**src/rtl/cpu_timing_gen.sv**
```systemverilog
//------------------------------------------------------------------------------
// cpu_timing_gen : opcode capture, two-cycle/one-byte classify, T1..T7 stepping
// Revision 1.0
//------------------------------------------------------------------------------
`default_nettype none

module cpu_timing_gen (
  input  logic       clk,
  input  logic       rst_n,
  input  logic       cycleEnd_IN,
  input  logic       rdy_IN,
  input  logic [7:0] preDecode_IN,
  input  logic       endInstr_IN,
  input  logic       intPending_IN,
  output logic [2:0] tState_OUT,
  output logic       sync_OUT,
  output logic [7:0] ir_OUT,
  output logic       twoCycle_OUT,
  output logic       oneByte_OUT,
  output logic       lastCycle_OUT,
  output logic       intCycle_OUT
);

  typedef enum logic [2:0] {
    T1 = 3'd1,
    T2 = 3'd2,
    T3 = 3'd3,
    T4 = 3'd4,
    T5 = 3'd5,
    T6 = 3'd6,
    T7 = 3'd7
  } state_t;

  localparam logic [7:0] c_BRK = 8'h00;

  state_t     r_state;
  logic [7:0] r_ir;
  logic       r_two_cycle;
  logic       r_one_byte;
  logic       r_int_cycle;

  logic w_advance;
  logic w_imm;
  logic w_one_byte;
  logic w_two_cycle;
  logic w_last;

  assign w_advance = cycleEnd_IN & rdy_IN;

  assign w_imm = (preDecode_IN[4:0] == 5'b01001) ||
                 (preDecode_IN[7] && (preDecode_IN[7:5] != 3'b100) &&
                  ((preDecode_IN[4:0] == 5'b00000) || (preDecode_IN[4:0] == 5'b00010)));

  assign w_one_byte = (preDecode_IN[3:0] == 4'b1000) || (preDecode_IN[3:0] == 4'b1010);

  // PHP/PLP/PHA/PLA (08/28/48/68) are one-byte but take more than two cycles
  assign w_two_cycle = w_imm ||
                       (w_one_byte && !(!preDecode_IN[7] && !preDecode_IN[4] &&
                                        (preDecode_IN[3:0] == 4'b1000)));

  assign w_last = ((r_state == T2) && r_two_cycle) ||
                  ((r_state != T1) && endInstr_IN) ||
                  (r_state == T7);

  always_ff @(posedge clk) begin
    if (!rst_n) begin
      r_state     <= T1;
      r_ir        <= c_BRK;
      r_two_cycle <= 1'b0;
      r_one_byte  <= 1'b0;
      r_int_cycle <= 1'b0;
    end else if (w_advance) begin
      case (r_state)
        T1: begin
          if (intPending_IN) begin
            r_ir        <= c_BRK;
            r_int_cycle <= 1'b1;
            r_two_cycle <= 1'b0;
            r_one_byte  <= 1'b0;
          end else begin
            r_ir        <= preDecode_IN;
            r_int_cycle <= 1'b0;
            r_two_cycle <= w_two_cycle;
            r_one_byte  <= w_one_byte;
          end
          r_state <= T2;
        end
        T7:      r_state <= T1;
        default: r_state <= w_last ? T1 : state_t'(r_state + 3'd1);
      endcase
    end
  end

  assign tState_OUT    = r_state;
  assign sync_OUT      = (r_state == T1);
  assign ir_OUT        = r_ir;
  assign twoCycle_OUT  = r_two_cycle;
  assign oneByte_OUT   = r_one_byte;
  assign lastCycle_OUT = w_last;
  assign intCycle_OUT  = r_int_cycle;

endmodule

`default_nettype wire
```
**config.mk**
```make
export PLATFORM = sky130hd
export DESIGN_NAME = cpu_timing_gen
export DESIGN_NICKNAME = d
export VERILOG_FILES = /design/src/rtl/cpu_timing_gen.sv
export SDC_FILE = /design/constraint.sdc
export NUM_CORES = 1
export LEC_CHECK = 0
export ABC_AREA = 0
export ABC_CLOCK_PERIOD_IN_PS = 1850
export CORE_MARGIN = 2
export CORE_UTILIZATION = 33
export CTS_BUF_LIST = sky130_fd_sc_hd__clkbuf_8
export CTS_CLUSTER_DIAMETER = 100
export DETAILED_ROUTE_END_ITERATION = 8
export DONT_BUFFER_PORTS = 1
export GPL_TIMING_DRIVEN = 0
export PLACE_DENSITY = 0.47
export SLEW_MARGIN = 15
export SYNTH_ARGS = -nofsm -noshare
export SYNTH_HDL_FRONTEND = slang
export SYNTH_SLANG_ARGS = --single-unit
```
**constraint.sdc**
```tcl
create_clock -name clk -period 1.85 [get_ports clk]
set_clock_uncertainty 0.15 [all_clocks]
set_input_delay 0.37 -clock clk [delete_from_list [all_inputs] [get_ports clk]]
set_output_delay 0.37 -clock clk [all_outputs]
set_load 0.05 [all_outputs]
```
==> results.sh, run 1 <==
export IMPL_portBuffers=0
export IMPL_syn_avg_cell_area_sq_um=9.614
export IMPL_crit_path_max_fanout=6
export IMPL_fp_dieW_microns=51.98
export IMPL_power_density_nw_per_um2=823.2
export IMPL_rsz0062_at_grt="true"
export IMPL_ant_nets=0
export IMPL_yosys_register_bits=14
export IMPL_overflow=0
export IMPL_clkPwrFrac=0.341
export IMPL_cts_root_buffer="clkbuf_8"
export IMPL_num_vias=571
export IMPL_hold_path_cell_count=2
export IMPL_reg2reg_from="tState_OUT[0]"
export IMPL_cts_buffer_depth=2
export IMPL_crit_arrival_ns=1.51
export IMPL_violations="negative setup slack"
export IMPL_min_from="rst_n"
export IMPL_hold_viol_final=0
export IMPL_synth_warnings=0
export IMPL_std_cell_rows=17
export IMPL_finalInstanceArea_sq_um=920.9
export IMPL_final_net_count=104
export IMPL_slew_headroom=0.6280
export IMPL_startpoint="tState_OUT[0]"
export IMPL_synth_distinct_cells=29
export IMPL_dr_wl_met3_microns=161
export IMPL_status="complete, but fails checks"
export IMPL_startpoint_type="register"
export IMPL_drt_first_pass_iters=4
export IMPL_mostFrequentLayoutCells="11 x dfxtp_1, 10 x a21oi_1, 10 x nor2b_1, 7 x nor3b_2"
export IMPL_mostFrequentLayoutCell="dfxtp_1"
export IMPL_place_inst=107
export IMPL_hp_class="input pin to register"
export IMPL_synth_nets=97
export IMPL_setup_viol=1
export IMPL_grt_usage=0.1436
export IMPL_drt_wl_total_microns=1691
export IMPL_finalCritPeriodShare=1.095
export IMPL_wl_per_cell_microns=14.96
export IMPL_path_cells="ha_1, ha_2, a211o_4"
export IMPL_power_frac_comb=0.173
export IMPL_drc_errors=0
export IMPL_synthCells=79
export IMPL_worst_setup_path_end_kind="output port"
export IMPL_whs_ns=0.09828
export IMPL_dieArea_sq_um=2701
export IMPL_seq_area_frac_synth=0.3690
export IMPL_worst_slack_ns=-0.1755
export IMPL_p_int_w=0.0005178
export IMPL_io_pins=30
export IMPL_worst_path_stages=3
export IMPL_clkLatencyLatePin_ns=0.25
export IMPL_stdcell_count=113
export IMPL_crit_slowest_cell="dfxtp_4"
export IMPL_h_tree_depth=1
export IMPL_die_h_microns=51.98
export IMPL_drt_iter0_markers=10
export IMPL_grt_pass1_wl_microns=2794
export IMPL_path_buf_inv=0
export IMPL_top_layer="met3"
export IMPL_cts_hold_buf=0
export IMPL_leakagePower_nw=0.3393
export IMPL_switching_share=0.3170
export IMPL_numCtsBuffers=3
export IMPL_vdd_drop_max_mv=0.4700
export IMPL_routed_via_density=5.053
export IMPL_synthesis_area_sq_um=759.5
export IMPL_r2r_cells=7
export IMPL_max_stage_delay_ns=0.43
export IMPL_drive_gt1_frac=0.3647
export IMPL_synthToLayoutAreaGrowth_pct=21.25
export IMPL_max_cap_violations=0
export IMPL_grt_pass1_vias=607
export IMPL_slew_violations=0
export IMPL_switching_power_w=0.0002403
export IMPL_critical_path_top_delay_family="adder cells"
export IMPL_coreArea_sq_um=2191
export IMPL_antennaDiodeCount=0
export IMPL_gp_congestion=0.7755
export IMPL_start_util=0.3467
export IMPL_total_power_w=0.0007581
export IMPL_hpwl_microns=1208
export IMPL_timing_worst_setup_path_type="register to output port"
export IMPL_dr_wl_met2_microns=815
export IMPL_clk_pin_slew_ns=0.06
export IMPL_antenna_found_initial=0
export IMPL_cp_data_required_time_ns=1.33
export IMPL_power_share_sequential=0.486
export IMPL_clock_sinks=14
export IMPL_wl_met1_microns=714
export IMPL_grt_start_max_net_pins=11
export IMPL_placed_area_sq_um=802.0
export IMPL_fmax_ghz=0.4937
export IMPL_min_period_ns=2.026
export IMPL_n_fill_cell=222
export IMPL_cts_tree="done"
export IMPL_worstMarginPinSlew_ns=0.5573
==> logic make-up after synthesis <==
| family | Yosys count | share of synthesized area |
|---|---|---|
| fa+ha+maj | 4 | 0.06590 |
| buf+inv | 8 | 0.05271 |
| mux | 1 | 0.01318 |
| flops | 14 | 0.3690 |
| compound gates | 21 | 0.1697 |
| simple gates | 31 | 0.3295 |
==> layer usage <==
metal	vias to the layer above	global-route usage
met5	-	0
met3	0	0.09195
met2	16	0.2215
met1	266	0.1575
met4	0	0.05263
li1	289	-
==> flip-flops by register name, indices dropped and copies added (netlist names) <==
signal / cells
intCycle_OUT: 1
ir_OUT: 8
oneByte_OUT: 1
tState_OUT: 3
twoCycle_OUT: 1
==> final timing paths <==
kind / to / slack, ns
max: lastCycle_OUT / -0.18
min: tState_OUT[1] / 0.1
max reg2reg: tState_OUT[0] / 0.15
min reg2reg: tState_OUT[1] / 0.52
==> cell type report <==
type,instances,area (sq um),area share
buffer,4,25.02,0.02717
clock buffer,3,41.29,0.04484
clock inverter,1,3.754,0.004076
inverter,4,21.27,0.02310
multi-input combinational,57,490.5,0.5326
sequential,14,289.0,0.3139
tap,28,35.03,0.03804
timing repair buffer,2,15.01,0.01630
==> cell usage after synthesis <==
cell type | count | area (sq um)
buf_2 | 2 | 10.01
or2_2 | 1 | 6.260
nand3_1 | 1 | 5.000
buf_6 | 1 | 11.26
a211o_1 | 1 | 8.760
a32oi_1 | 1 | 8.760
o21ba_2 | 1 | 10.01
o21ai_0 | 3 | 15.01
nor3b_2 | 7 | 87.58
o22ai_1 | 2 | 12.51
clkbuf_1 | 1 | 3.750
nand2_1 | 1 | 3.750
nor2b_1 | 10 | 62.56
a21oi_1 | 10 | 50.05
dfxtp_1 | 14 | 280.3
and3_1 | 1 | 6.260
nand4b_4 | 1 | 23.77
a32o_1 | 1 | 10.01
o211ai_1 | 1 | 7.510
and3b_1 | 1 | 8.760
nor3_2 | 1 | 10.01
ha_1 | 4 | 50.05
a31oi_1 | 1 | 6.260
nor3_1 | 2 | 10.01
nor2_1 | 2 | 7.510
inv_1 | 4 | 15.01
nand2b_1 | 2 | 12.51
mux2i_1 | 1 | 10.01
and2_1 | 1 | 6.260
==> power by group through the flow <==
stage               clock (W)  sequential, W  combinational (W)
floorplan                   0       0.000369          0.0000969
finish               0.000258       0.000368           0.000131
global route         0.000280       0.000370           0.000144
detailed placement          0       0.000373           0.000111
global placement            0       0.000373           0.000110
CTS                  0.000264       0.000368           0.000127
==> worst register-to-register path, stage by stage, from the launching register on <==
cell	delay, ns
dfxtp_4	0.49
inv_4	0.05
ha_4	0.15
and3b_2	0.20
buf_4	0.14
nor3_4	0.14
and3_1	0.17
o21ai_0	0.07
==> stage by stage <==
step	setup slack, ns	setup TNS [ns]	utilization
floorplan	0.05298	0	-
global placement	0.01147	0	0.3661
detailed placement	-0.007686	-0.007686	0.3661
CTS	-0.1689	-0.1689	0.4083
global route	-0.2106	-0.2106	0.4203
finish	-0.1755	-0.1755	0.4203
==> timing repair <==
action / 4_1_cts / 5_1_grt
buffers inserted: 1 / 1
gates resized for setup: 11 / 3
endpoints found under the setup margin: 2 / 3
pin swaps: 1 / 0
No activity file was read; power rests on OpenSTA's default activity.
==> run 2, diff against run 1 <==
--- a/config.mk
+++ b/config.mk
@@ -14,8 +14,7 @@
 export DETAILED_ROUTE_END_ITERATION = 8
 export DONT_BUFFER_PORTS = 1
 export GPL_TIMING_DRIVEN = 0
-export PLACE_DENSITY = 0.47
-export SLEW_MARGIN = 15
+export SLEW_MARGIN = 25
 export SYNTH_ARGS = -nofsm -noshare
 export SYNTH_HDL_FRONTEND = slang
 export SYNTH_SLANG_ARGS = --single-unit
==> run 2 against run 1 <==
Against the previous run:
- the flow still finishes with violations (negative setup slack)
- critical path depth is 1 higher
- routed wire length fell by 1.6%
- clock power increased by 16%
- register-to-register slack got worse by 0.04 ns
- sequential share of layout area up 0.21 points
- critical path type unchanged
- critical endpoint unchanged
==> results.sh, run 2 (synthesized netlist as in run 1, its figures left out) <==
export IMPL_p_int_w=0.0005584
export IMPL_drt_wl_total_microns=1664
export IMPL_stdcell_count=113
export IMPL_drive_gt1_frac=0.3765
export IMPL_startpoint="tState_OUT[0]"
export IMPL_drt_first_pass_iters=4
export IMPL_reg2reg_from="tState_OUT[0]"
export IMPL_setup_tns_final_ns=-0.1738
export IMPL_dieArea_sq_um=2701
export IMPL_grt_usage=0.1339
export IMPL_crit_arrival_ns=1.50
export IMPL_drc_errors=0
export IMPL_cts_root_buffer="clkbuf_8"
export IMPL_largest_reg_flops=8
export IMPL_hpwl_microns=1190
export IMPL_clk_pin_slew_ns=0.06
export IMPL_cts_buffer_depth=2
export IMPL_dp_slack_ns=0.01378
export IMPL_antenna_found_initial=0
export IMPL_std_cell_rows=17
export IMPL_rsz0062_at_grt="true"
export IMPL_gp_congestion=0.7157
export IMPL_drt_iter0_markers=9
export IMPL_h_tree_depth=1
export IMPL_power_density_nw_per_um2=871.3
export IMPL_cp_data_required_time_ns=1.33
export IMPL_leakagePower_nw=0.3392
export IMPL_die_h_microns=51.98
export IMPL_routed_via_density=5.124
export IMPL_worstMarginPinSlew_ns=0.5557
export IMPL_grt_start_max_net_pins=11
export IMPL_portBuffers=0
export IMPL_coreArea_sq_um=2191
export IMPL_crit_path_max_fanout=6
export IMPL_switching_power_w=0.0002385
export IMPL_switching_share=0.2993
export IMPL_power_share_sequential=0.461
export IMPL_cts_tree="done"
export IMPL_slew_headroom=0.6290
export IMPL_final_net_count=104
export IMPL_violations="negative setup slack"
export IMPL_num_vias=579
export IMPL_worst_slack_ns=-0.1738
export IMPL_post_route_util=0.4175
export IMPL_place_inst=107
export IMPL_max_cap_violations=0
export IMPL_mostFrequentLayoutCell="dfxtp_1"
export IMPL_placed_area_sq_um=802.0
export IMPL_multi_input_area_sq_um=474.2
export IMPL_antennaDiodeCount=0
export IMPL_wl_per_cell_microns=14.73
export IMPL_numCtsBuffers=3
export IMPL_overflow=0
export IMPL_hp_class="input pin to register"
export IMPL_worst_setup_path_end_kind="output port"
export IMPL_ff_latch_area_sq_um=289.0
export IMPL_n_fill_cell=216
export IMPL_fp_dieW_microns=51.98
export IMPL_setup_viol=1
export IMPL_start_util=0.3467
export IMPL_min_from="rst_n"
export IMPL_finalInstanceArea_sq_um=914.6
export IMPL_synthToLayoutAreaGrowth_pct=20.43
export IMPL_vdd_drop_max_mv=0.3439
export IMPL_startpoint_type="register"
export IMPL_power_frac_comb=0.164
export IMPL_clock_sinks=14
export IMPL_clkLatencyLatePin_ns=0.24
export IMPL_fmax_ghz=0.4941
export IMPL_min_period_ns=2.024
export IMPL_ant_nets=0
export IMPL_hold_viol_final=0
export IMPL_slew_violations=0
export IMPL_clkPwrFrac=0.375
export IMPL_timing_worst_setup_path_type="register to output port"
export IMPL_io_pins=30
export IMPL_grt_pass1_wl_microns=2656
export IMPL_mostFrequentLayoutCells="11 x dfxtp_1, 10 x a21oi_1, 10 x nor2b_1, 7 x nor3b_2, 4 x clkbuf_8"
export IMPL_finalCritPeriodShare=1.094
export IMPL_status="complete, but fails checks"
export IMPL_grt_pass1_vias=557
==> run 2: cell types whose count changed in the layout (fill, tap and decap cells not counted), sizes merged <==
cell	previous run	this run
inv	4	3
clkbuf	4	5
==> run 2: repair_timing <==
item | in CTS | in global routing
setup endpoints to repair | 2 | 2
resized for setup | 10 | 2
hold buffers | 0 | 0
setup buffers | 1 | 1
pin swaps | 1 | 0
==> run 2: layout make-up <==
cell class                 count  share of cell area
tap                           28             0.03830
clock buffer                   4             0.06019
timing repair buffer           2             0.01642
inverter                       4             0.02326
multi-input combinational     57              0.5185
sequential                    14              0.3160
buffer                         4             0.02736
==> run 2: layer usage <==
| metal | GRT usage | vias up | wire [microns] |
|---|---|---|---|
| met4 | 0.06579 | 0 | 32 |
| met1 | 0.1643 | 266 | 687 |
| met3 | 0.03161 | 5 | 101 |
| met2 | 0.2173 | 16 | 843 |
| met5 | 0 | - | 0 |
| li1 | - | 292 | - |
==> run 2: power by group through the flow <==
stage	clock network [W]	registers (W)	logic, W
after floorplan	0	0.000369	0.0000969
after global placement	0	0.000373	0.000108
after detailed placement	0	0.000373	0.000110
after CTS	0.000303	0.000367	0.000125
after global routing	0.000317	0.000370	0.000142
final	0.000299	0.000368	0.000130
==> run 2: through the flow <==
step	hold slack, ns	total power (W)
2_1_floorplan	0.3482	0.0004658
5_1_grt	0.1111	0.0008286
6_report	0.1060	0.0007969
3_5_place_dp	0.3596	0.0004826
4_1_cts	0.1052	0.0007955
3_3_place_gp	0.3493	0.0004807
==> run 2: worst max-delay path, stage by stage (launching register included) <==
cell     delay, ns
dfxtp_4       0.48
inv_2         0.05
ha_2          0.17
and3b_2       0.21
a211o_4       0.35
==> run 2: worst paths after layout <==
check / end / cells past startpoint / slack (ns)
setup / recovery: lastCycle_OUT / 4 / -0.17
hold / removal: ir_OUT[5] / 1 / 0.11
setup reg to reg: tState_OUT[0] / 7 / 0.11
hold reg to reg: tState_OUT[1] / 2 / 0.53
==> run 3, diff against run 2 <==
==> constraint.sdc (replaced) <==
create_clock -name clk -period 1.85 [get_ports clk]
set_clock_uncertainty 0.15 [all_clocks]
set_input_delay 0.2775 -clock clk [delete_from_list [all_inputs] [get_ports clk]]
set_output_delay 0.2775 -clock clk [all_outputs]
set_load 0.05 [all_outputs]
==> run 3 against run 2 <==
Against the previous run:
- the run still ends with negative setup slack left
- largest cell class unchanged
- routed wire length grew 1.3%
- critical path type unchanged
- setup slack gained 0.090 ns
- cell count decreased by 1.8%
==> results.sh, run 3 (synthesized netlist as in run 1, its figures left out) <==
export IMPL_numCtsBuffers=3
export IMPL_min_to="ir_OUT[6]"
export IMPL_wl_per_cell_microns=15.18
export IMPL_h_tree_depth=1
export IMPL_grt_pass1_wl_microns=2829
export IMPL_startpoint_type="register"
export IMPL_mostFrequentLayoutCells="11 x dfxtp_1, 10 x a21oi_1, 10 x nor2b_1, 7 x nor3b_2"
export IMPL_mostFrequentLayoutCell="dfxtp_1"
export IMPL_finalCritPeriodShare=1.046
export IMPL_slew_headroom=0.6206
export IMPL_overflow=0
export IMPL_die_h_microns=51.98
export IMPL_drt_first_pass_iters=4
export IMPL_antennaDiodeCount=0
export IMPL_reg2reg_from="tState_OUT[0]"
export IMPL_whs_ns=0.01453
export IMPL_place_inst=107
export IMPL_status="complete, but fails checks"
export IMPL_grt_usage=0.1400
export IMPL_slew_violations=0
export IMPL_rsz0062_at_grt="true"
export IMPL_clkLatencyLatePin_ns=0.24
export IMPL_grt_start_max_net_pins=11
export IMPL_cts_hold_buf=0
export IMPL_crit_path_max_fanout=6
export IMPL_r2r_end="tState_OUT[0]"
export IMPL_gp_congestion=0.7115
export IMPL_crit_arrival_ns=1.51
export IMPL_violations="negative setup slack"
export IMPL_setup_tns_final_ns=-0.08428
export IMPL_std_cell_rows=17
export IMPL_switching_share=0.3055
export IMPL_power_density_nw_per_um2=825.4
export IMPL_fp_dieW_microns=51.98
export IMPL_min_period_ns=1.934
export IMPL_start_util=0.3467
export IMPL_drc_errors=0
export IMPL_grt_pass1_vias=610
export IMPL_num_vias=582
export IMPL_timing_worst_setup_path_type="register to output port"
export IMPL_clock_sinks=14
export IMPL_clk_pin_slew_ns=0.05
export IMPL_coreArea_sq_um=2191
export IMPL_drt_wl_total_microns=1685
export IMPL_n_fill_cell=233
export IMPL_vdd_drop_max_mv=0.2655
export IMPL_drive_gt1_frac=0.3253
export IMPL_switching_power_w=0.0002234
export IMPL_cts_buffer_depth=2
export IMPL_clkPwrFrac=0.334
export IMPL_cp_data_required_time_ns=1.42
export IMPL_drt_iter0_markers=12
export IMPL_hp_class="input pin to register"
export IMPL_dieArea_sq_um=2701
export IMPL_fmax_ghz=0.5170
export IMPL_worst_slack_ns=-0.08428
export IMPL_worstMarginPinSlew_ns=0.5684
export IMPL_leakagePower_nw=0.3312
export IMPL_reg2reg_slack_ns=0.13
export IMPL_power_share_sequential=0.502
export IMPL_final_net_count=103
export IMPL_max_cap_violations=0
export IMPL_r2r_cells=7
export IMPL_setup_viol=1
export IMPL_antenna_found_initial=0
export IMPL_worst_setup_path_end_kind="output port"
export IMPL_ant_nets=0
export IMPL_min_from="rst_n"
export IMPL_hold_viol_final=0
export IMPL_routed_via_density=5.243
export IMPL_io_pins=30
export IMPL_cts_root_buffer="clkbuf_8"
export IMPL_synthToLayoutAreaGrowth_pct=16.64
export IMPL_power_frac_comb=0.164
export IMPL_hold_path_cell_count=1
export IMPL_portBuffers=0
export IMPL_p_int_w=0.0005078
export IMPL_stdcell_count=111
export IMPL_placed_area_sq_um=797.0
export IMPL_cts_tree="done"
export IMPL_largest_reg_flops=8
export IMPL_finalInstanceArea_sq_um=885.9
run 3: cell count changes in the layout (fill, tap and decap cells not counted), sizes merged:
cell      delta
buf          -1
clkbuf       -1
clkinvlp     -1
inv          +1
run 3: how the worst max path moves through the flow:
stage,start,end,depth (start not counted)
final,tState_OUT[0],lastCycle_OUT,4
after detailed placement,tState_OUT[2],lastCycle_OUT,2
after global placement,tState_OUT[0],lastCycle_OUT,4
after floorplan,tState_OUT[0],lastCycle_OUT,4
after global routing,tState_OUT[0],lastCycle_OUT,4
after CTS,tState_OUT[0],lastCycle_OUT,4
run 3: critical path, cell delays in order (launching register included):
cell and delay [ns]:
dfxtp_4 0.48, inv_2 0.06, ha_2 0.18, and3b_2 0.20, a211o_4 0.35
run 3: cell type report:
| class | instances | area [sq um] | share of cell area |
|---|---|---|---|
| well taps | 28 | 35.03 | 0.03955 |
| clock buffers | 3 | 41.29 | 0.04661 |
| repair buffers | 1 | 7.507 | 0.008475 |
| multi-input cells | 57 | 473.0 | 0.5339 |
| plain buffers | 4 | 25.02 | 0.02825 |
| flip-flops and latches | 14 | 289.0 | 0.3263 |
| inverters | 4 | 15.01 | 0.01695 |
run 3: per-layer routing:
metal / up-vias / wire length [microns] / track usage
met3: 5 / 96 / 0.03448
met5: - / 0 / 0
li1: 287 / - / -
met1: 276 / 694 / 0.1664
met4: 0 / 33 / 0.06579
met2: 14 / 861 / 0.2342
run 3: per-stage QoR:
stage | power [W] | setup WS [ns] | util
6_report | 0.0007312 | -0.08428 | 0.4043
5_1_grt | 0.0007646 | -0.1107 | 0.4043
4_1_cts | 0.0007369 | -0.06209 | 0.4015
3_5_place_dp | 0.0004820 | -0.01368 | 0.3638
3_3_place_gp | 0.0004801 | -0.01230 | 0.3638
2_1_floorplan | 0.0004654 | 0.03296 | -
run 3: power by group through the flow:
stage,clock network [W],registers [W],logic (W)
final,0.000244,0.000367,0.000120
after global routing,0.000264,0.000369,0.000132
after CTS,0.000252,0.000367,0.000117
after detailed placement,0,0.000373,0.000109
after global placement,0,0.000373,0.000107
after floorplan,0,0.000369,0.0000964
run 3: timing repair:
item,4_1_cts,5_1_grt
gates resized for setup,11,1
pin swaps,1,0
buffers inserted,1,0
endpoints found under the hold margin,0,0
endpoints found under the setup margin,2,2
gates cloned,0,0
